[config.mk]
export PLATFORM = sky130hd
export DESIGN_NAME = i2c_target_regs_flat
export DESIGN_NICKNAME = d
export VERILOG_FILES = /design/src/rtl/i2c_target_regs_if.sv /design/src/rtl/i2c_target_regs.sv /design/src/flat_wrapper.sv
export SDC_FILE = /design/constraint.sdc
export NUM_CORES = 1
export LEC_CHECK = 0
export ABC_CLOCK_PERIOD_IN_PS = 3500
export CAP_MARGIN = 20
export CORE_MARGIN = 1
export CORE_UTILIZATION = 55
export DETAILED_ROUTE_END_ITERATION = 6
export HOLD_SLACK_MARGIN = 0.15
export PLACE_DENSITY = 0.79
export SETUP_SLACK_MARGIN = 0.1
export SYNTH_ARGS = -nofsm -noshare
export SYNTH_HDL_FRONTEND = slang
export SYNTH_SLANG_ARGS = --single-unit
[constraint.sdc]
create_clock -name PCLK -period 3.5 [get_ports PCLK]
set_clock_uncertainty 0.2 [all_clocks]
set_input_delay 0.7 -clock PCLK [delete_from_list [all_inputs] [get_ports PCLK]]
set_output_delay 0.7 -clock PCLK [all_outputs]
set_load 0.02 [all_outputs]
[src/rtl/i2c_target_regs_if.sv]
// Open-drain I2C pin bundle between the bus model/pads and the register target.
interface i2c_target_regs_if;
    logic scl_i;
    logic sda_i;
    logic sda_o;
    logic sda_oen_o;

    modport slave  (input scl_i, input sda_i, output sda_o, output sda_oen_o);
    modport master (output scl_i, output sda_i, input sda_o, input sda_oen_o);
endinterface

[src/rtl/i2c_target_regs.sv]
// I2C target exposing a byte register file: pointer write, auto-incrementing
// burst write/read, oversampled pins in the PCLK domain, no clock stretching.
module i2c_target_regs #(
    parameter logic [6:0] ADDR  = 7'h42,
    parameter int         DEPTH = 16,
    parameter int         AW    = 4
) (
    input  logic          PCLK,
    input  logic          RESET,
    i2c_target_regs_if.slave bus,
    input  logic [AW-1:0] rd_addr,
    output logic [7:0]    rd_data,
    output logic          wr_pulse,
    output logic [AW-1:0] wr_addr,
    output logic [7:0]    wr_data,
    output logic          busy
);

    typedef enum logic [3:0] {
        S_IDLE, S_ADDR, S_ADDR_ACK, S_IGNORE, S_PTR, S_PTR_ACK,
        S_WDATA, S_WDATA_ACK, S_RDATA, S_RDATA_ACK
    } state_t;

    state_t        state_q;
    logic          scl_s1_q, scl_s2_q, scl_d_q;
    logic          sda_s1_q, sda_s2_q, sda_d_q;
    logic [AW-1:0] ptr_q;
    logic [7:0]    sr_q;
    logic [3:0]    cnt_q;
    logic          ack_drv_q;
    logic          sda_q;
    logic          busy_q;
    logic          wr_pulse_q;
    logic [AW-1:0] wr_addr_q;
    logic [7:0]    wr_data_q;
    logic [7:0]    regs_q [DEPTH];

    logic       scl_rise, scl_fall, start_det, stop_det, byte_done;
    logic [7:0] byte_d;

    always_comb begin
        scl_rise  = scl_s2_q & ~scl_d_q;
        scl_fall  = ~scl_s2_q & scl_d_q;
        // SCL must be high on both samples so an SDA move right at an SCL edge is not a bus condition
        start_det = scl_s2_q & scl_d_q & ~sda_s2_q & sda_d_q;
        stop_det  = scl_s2_q & scl_d_q & sda_s2_q & ~sda_d_q;
        byte_d    = {sr_q[6:0], sda_s2_q};
        byte_done = scl_rise && (cnt_q == 4'd7);
    end

    always_ff @(posedge PCLK) begin
        if (RESET) begin
            scl_s1_q <= 1'b1; scl_s2_q <= 1'b1; scl_d_q <= 1'b1;
            sda_s1_q <= 1'b1; sda_s2_q <= 1'b1; sda_d_q <= 1'b1;
        end else begin
            scl_s1_q <= bus.scl_i; scl_s2_q <= scl_s1_q; scl_d_q <= scl_s2_q;
            sda_s1_q <= bus.sda_i; sda_s2_q <= sda_s1_q; sda_d_q <= sda_s2_q;
        end
    end

    always_ff @(posedge PCLK) begin
        if (RESET) begin
            state_q    <= S_IDLE;
            ptr_q      <= '0;
            sr_q       <= '0;
            cnt_q      <= '0;
            ack_drv_q  <= 1'b0;
            sda_q      <= 1'b1;
            busy_q     <= 1'b0;
            wr_pulse_q <= 1'b0;
            wr_addr_q  <= '0;
            wr_data_q  <= '0;
        end else begin
            wr_pulse_q <= 1'b0;
            if (start_det) begin
                state_q <= S_ADDR;
                cnt_q   <= '0;
                sda_q   <= 1'b1;
            end else if (stop_det) begin
                state_q <= S_IDLE;
                busy_q  <= 1'b0;
                sda_q   <= 1'b1;
            end else begin
                case (state_q)
                    S_ADDR: if (scl_rise) begin
                        sr_q  <= byte_d;
                        cnt_q <= cnt_q + 4'd1;
                        if (byte_done) begin
                            ack_drv_q <= 1'b0;
                            if (byte_d[7:1] == ADDR) begin
                                state_q <= S_ADDR_ACK;
                                busy_q  <= 1'b1;
                            end else begin
                                state_q <= S_IGNORE;
                            end
                        end
                    end
                    S_PTR: if (scl_rise) begin
                        sr_q  <= byte_d;
                        cnt_q <= cnt_q + 4'd1;
                        if (byte_done) begin
                            ack_drv_q <= 1'b0;
                            ptr_q     <= byte_d[AW-1:0];
                            state_q   <= S_PTR_ACK;
                        end
                    end
                    S_WDATA: if (scl_rise) begin
                        sr_q  <= byte_d;
                        cnt_q <= cnt_q + 4'd1;
                        if (byte_done) begin
                            ack_drv_q  <= 1'b0;
                            wr_pulse_q <= 1'b1;
                            wr_addr_q  <= ptr_q;
                            wr_data_q  <= byte_d;
                            ptr_q      <= ptr_q + 1'b1;
                            state_q    <= S_WDATA_ACK;
                        end
                    end
                    // First falling edge starts the ACK slot, the second one ends it
                    S_ADDR_ACK, S_PTR_ACK, S_WDATA_ACK: if (scl_fall) begin
                        if (!ack_drv_q) begin
                            ack_drv_q <= 1'b1;
                            sda_q     <= 1'b0;
                        end else begin
                            ack_drv_q <= 1'b0;
                            cnt_q     <= '0;
                            sda_q     <= 1'b1;
                            if (state_q == S_ADDR_ACK && sr_q[0]) begin
                                state_q <= S_RDATA;
                                sr_q    <= regs_q[ptr_q];
                                sda_q   <= regs_q[ptr_q][7];
                            end else if (state_q == S_ADDR_ACK) begin
                                state_q <= S_PTR;
                            end else begin
                                state_q <= S_WDATA;
                            end
                        end
                    end
                    S_RDATA: begin
                        if (scl_rise) begin
                            cnt_q <= cnt_q + 4'd1;
                            if (cnt_q == 4'd7) ptr_q <= ptr_q + 1'b1;
                        end else if (scl_fall) begin
                            if (cnt_q == 4'd8) begin
                                state_q <= S_RDATA_ACK;
                                sda_q   <= 1'b1;
                            end else begin
                                sda_q <= sr_q[6];
                                sr_q  <= {sr_q[6:0], 1'b0};
                            end
                        end
                    end
                    // sr_q[0] holds the master's ACK/NACK bit until the slot ends
                    S_RDATA_ACK: begin
                        if (scl_rise) begin
                            sr_q[0] <= sda_s2_q;
                        end else if (scl_fall) begin
                            if (!sr_q[0]) begin
                                state_q <= S_RDATA;
                                cnt_q   <= '0;
                                sr_q    <= regs_q[ptr_q];
                                sda_q   <= regs_q[ptr_q][7];
                            end else begin
                                state_q <= S_IGNORE;
                            end
                        end
                    end
                    default: ;
                endcase
            end
        end
    end

    // The register update lands one cycle after wr_pulse, so a local read during the pulse sees the old byte
    always_ff @(posedge PCLK) begin
        if (RESET) begin
            for (int i = 0; i < DEPTH; i++) regs_q[i] <= '0;
        end else if (wr_pulse_q) begin
            regs_q[wr_addr_q] <= wr_data_q;
        end
    end

    assign rd_data       = regs_q[rd_addr];
    assign wr_pulse      = wr_pulse_q;
    assign wr_addr       = wr_addr_q;
    assign wr_data       = wr_data_q;
    assign busy          = busy_q;
    assign bus.sda_o     = sda_q;
    assign bus.sda_oen_o = sda_q;

endmodule

[src/flat_wrapper.sv]
// flat-port wrapper written by rule: the top's interface ports become plain ports
module i2c_target_regs_flat 
#(
    parameter logic [6:0] ADDR  = 7'h42,
    parameter int         DEPTH = 16,
    parameter int         AW    = 4
)
  (PCLK, RESET, rd_addr, rd_data, wr_pulse, wr_addr, wr_data, busy, bus_scl_i, bus_sda_i, bus_sda_o, bus_sda_oen_o);
  i2c_target_regs_if bus_i ();
  input  logic PCLK;
  input  logic RESET;
  input  logic [AW-1:0] rd_addr;
  output logic [7:0] rd_data;
  output logic wr_pulse;
  output logic [AW-1:0] wr_addr;
  output logic [7:0] wr_data;
  output logic busy;
  input wire logic [$bits(bus_i.scl_i)-1:0] bus_scl_i;
  input wire logic [$bits(bus_i.sda_i)-1:0] bus_sda_i;
  output wire logic [$bits(bus_i.sda_o)-1:0] bus_sda_o;
  output wire logic [$bits(bus_i.sda_oen_o)-1:0] bus_sda_oen_o;
  assign bus_i.scl_i = bus_scl_i;
  assign bus_i.sda_i = bus_sda_i;
  assign bus_sda_o = bus_i.sda_o;
  assign bus_sda_oen_o = bus_i.sda_oen_o;
  i2c_target_regs #(.ADDR(ADDR), .DEPTH(DEPTH), .AW(AW)) u_core (.PCLK(PCLK), .RESET(RESET), .bus(bus_i), .rd_addr(rd_addr), .rd_data(rd_data), .wr_pulse(wr_pulse), .wr_addr(wr_addr), .wr_data(wr_data), .busy(busy));
endmodule
Yosys cells after proc, flatten, opt, wreduce, memory -nomap -nowiden
Memories as Yosys holds them, arrays and structs flattened. A register that Yosys moved wholly into a read port is not among the register bits. Index checks and enable logic that the tools add are counted.

Memories: 1. Bits in writable memories: 128. Input bits: 8. Output and inout bits: 24. Flip-flop bits (word level): 41. Logic and storage cells: 189.

Muxes and demuxes: 77. Bitwise operators: 15. Reduce and logical (&&, ||, !) cells: 30. Add/sub/neg operators: 2. Equal/unequal tests: 46.

Memory list: u_core.regs_q (words 16, bits a word 8, read ports 2, clocked after Yosys merged registers in 1, write ports 16, line i2c_target_regs.sv:36) `logic [7:0] regs_q [DEPTH];`.

Operator list (number): 4-bit 2-to-1 mux (30); 7-bit 2-to-1 mux (9); 4-bit by 1-bit inequality test with 1-bit output, second input constant (11); 2-bit by 1-bit inequality test with 1-bit output, second input constant (17); 1-bit 2-to-1 mux (29); 7-bit case mux with 4 select lines (1); 14-bit AND reduction (2); 4-bit case mux with 3 select lines (2); 4-bit case mux with 6 select lines (1); 4-bit by 3-bit equality test with 1-bit output, second input constant (5); 13-bit AND reduction (1); 4-bit equality test, second input constant (3); 11-bit AND reduction (1); 5-bit AND reduction (2); 2-bit nonzero test (5); 9-bit AND reduction (1); 3-bit nonzero test (3); 3-bit OR reduction (3); 4-bit by 1-bit adder with 4-bit output, second input constant (2); 8-bit 2-to-1 mux (1); 2-bit inequality test, second input constant (4); 4-bit inequality test, second input constant (2); 1-bit NOT (8); 8-bit AND reduction (1); other kinds (19) (26).

Longest topological paths before layout
Depth after elaboration: 8. Depth in mapped cells: 9.

Worst setup path before layout
OpenSTA, ideal clock, no wires.

Path kind: input to output. Start: in rd_addr[0]. End: out rd_data[5]. Buffers on the path: 2. Path slack: 0.317 ns. Arrival: 2.283 ns. Data required time: 2.600 ns. Stages on the path: 4. Cells stage by stage: clkbuf_1 buf_2 mux4_2 mux4_2.

Cells in the longest elaborated chain, start to end: 1.

RTL lines: start: declaration (line flat_wrapper.sv:12) `input logic [AW-1:0] rd_addr;`; memory read 16 x 8 bit; end: declaration (line flat_wrapper.sv:13) `output logic [7:0] rd_data;`.

Every way passes these cells.

Final worst setup path
Start: in rd_addr[0]. End: out rd_data[6].

Same word-level chain as after synthesis.

==> reports/metrics.cfg <==
[placed_design]
io_buffers=31
dp.cells=993
gp_congestion=0.973
hpwl_um=17700

[worst_setup_path]
worstPathArrival_ns=2.45
end_kind=output pin
crit_fanout=12
required_ns=2.60
slowest_delay_ns=0.53
cp_common_cell=mux4_2
start_kind=primary input
crit_type=primary input to output pin
worstPathCellList=buf_2 > buf_12 > mux4_2 > mux4_2 > dlygate4sd2_1
slowest_stage=mux4_2

[timing]
period_share=0.956
drv_slew=0
max_freq_mhz=299
whs_ns=0.211
slew_headroom=0.528
rsz0062_at_grt=no
tightestPinTransition_ns=0.707
hold_violations=0
finalSetupViolCount=0
finalCriticalPeriod_ns=3.35

[pwr]
leakage_nw=3.78
p_seq_frac=0.482
p_per_area_nw_per_um2=472
switching_share=0.290
ir_drop_mv=0.430
p_comb_frac=0.136
internal_power_w=0.00357
switching_power_w=0.00146
pwr-share-clk=0.382

[cts]
cts_num_sinks=173
htreeDepth=4
cts_setup_buffers=0
clk_latency_ns=0.44
numCtsBuffers=17
cts.clk_slew.worst_paths_ns=0.07
cts_tree=built
cts_root_buf=clkbuf_16
cts_buffer_depth=2

[synthesis]
synth_cell_types=70
ys_async_sr_fraction=0
yosys_warnings=0
synth-seq-cells=173
synth_edf_count=128
syn-num-nets=766
synth_area_per_cell_um2=12.4
synth_area_um2=9340
synth_cells=755
synthFlopType=edfxtp_1
ys_seq_area_frac=0.508

[routing]
wl_um=23900
vias=6745
drcViolationCount=0
antenna_left=0
dr.pass1.iters=5
via_per_inst=6.57
wl_per_cell_um=23.3
drtIter0Drc=933

[die]
die_y_um=132
die_area_um2=17500
fp.coreArea_um2=16600
die_width_um=132
ioPinCount=32
initial_core_util=0.563
num_rows=47

[outcome]
status=finished clean

[finish]
final_nets=804
drive_above_1_share=0.212
mostFrequentLayoutCell=and2_1
area_delta_synth_final_pct=13.9
regArea_um2=4750
nFillCells=1220
final_cell_mix=129 x and2_1, 128 x edfxtp_1, 64 x mux4_2
n_antenna_cell=0
instances_no_fill=1026
multiInputGateArea_um2=4310

[grt]
antenna_found_initial=0
grt_overflow=0
grt_pass1_wl_um=37600
grt_util_all_layers=0.287
grt_max_degree=40
grt_pass1_vias=6606

[hold_path]
hold_class=register to register

[job]
maxCapViolations=0

sequential cells by signal, indices dropped and copies added, names as in the netlist, 4 cells and up, named ones only:
signal          count
u_core.ptr_q        4
u_core.sr_q         7
u_core.regs_q     128
u_core.wr_data      8
u_core.cnt_q        4
u_core.wr_addr      4
u_core.state_q      4
worst paths after layout:
| kind | startpoint | to | slack (ns) | depth (start not counted) |
|---|---|---|---|---|
| hold / removal | u_core.scl_s1_q | u_core.scl_s2_q | 0.21 | 1 |
| hold reg to reg | u_core.scl_s1_q | u_core.scl_s2_q | 0.21 | 1 |
| setup / recovery | rd_addr[0] | rd_data[6] | 0.15 | 5 |
| setup reg to reg | u_core.state_q[1] | u_core.sr_q[2] | 0.90 | 6 |
area by class of cell:
type	count	area share
clock inverters	15	0.0181
multi-input cells	516	0.405
repair buffers	68	0.0596
flip-flops and latches	173	0.446
well taps	220	0.0259
clock buffers	17	0.0400
inverters	17	0.00600
per-layer routing:
| metal | vias to the layer above | part of all wire | global-route usage |
|---|---|---|---|
| met4 | 0 | 0.029 | 0.110 |
| met3 | 68 | 0.094 | 0.0688 |
| met5 | - | 0 | 0 |
| met2 | 384 | 0.47 | 0.445 |
| met1 | 3381 | 0.41 | 0.394 |
| li1 | 2912 | - | - |
critical path: cells and delay by family:
kind	cells	cell delay (ns)
mux	2	1.05
buf+inv	3	0.67
synthesized netlist by cell type, drive strengths merged, types with 5 or more instances:
cell,n,share of area
o22ai,7,0.0047
nor2b,7,0.0047
nand3b,6,0.0048
and2,129,0.086
a221oi,6,0.0096
nor3,13,0.0080
a211oi,5,0.0046
nor2,61,0.026
or2,10,0.0067
nand3,19,0.011
nand2b,8,0.0054
inv,17,0.0068
nand2,30,0.012
dfxtp,45,0.096
clkbuf,21,0.0084
o21ai,33,0.018
mux2i,29,0.031
a22oi,8,0.0064
edfxtp,128,0.41
a21oi,23,0.014
buf,28,0.016
mux4,64,0.15
cell families (layout without fill, tap and decap cells):
logic type | after synthesis | after routing | synth area share
and+or+nand+nor | 304 | 304 | 0.182
muxes | 93 | 93 | 0.185
buffers and inverters | 66 | 117 | 0.0313
adders and majority gates | 3 | 3 | 0.00402
AOI/OAI and AO/OA | 115 | 115 | 0.0883
xor gates and xnor gates | 1 | 1 | 0.000938
DFF | 173 | 173 | 0.508
power groups by stage:
stage               combinational (W)  sequential [W]  clock (W)
floorplan                    0.000542         0.00238          0
global placement             0.000653         0.00245          0
detailed placement           0.000676         0.00246          0
CTS                          0.000675         0.00241    0.00193
global route                 0.000740         0.00243    0.00201
finish                       0.000685         0.00242    0.00192
through the flow:
step / util / total power (W) / worst slack, ns / setup TNS [ns] / instance area [um2]
floorplan: - / 0.00292 / 0.317 / 0 / 9340
global placement: 0.603 / 0.00311 / -0.230 / -1.55 / 10000
detailed placement: 0.603 / 0.00313 / -0.244 / -1.72 / 10000
CTS: 0.642 / 0.00502 / 0.157 / 0 / 10600
global route: 0.642 / 0.00518 / 0.122 / 0 / 10600
finish: 0.642 / 0.00503 / 0.154 / 0 / 10600
timing repair:
action / CTS / global route
setup endpoints to repair: 8 / 0
gates resized for setup: 21 / 0
hold buffers: 0 / 0
No activity file was read; power rests on OpenSTA's default activity.
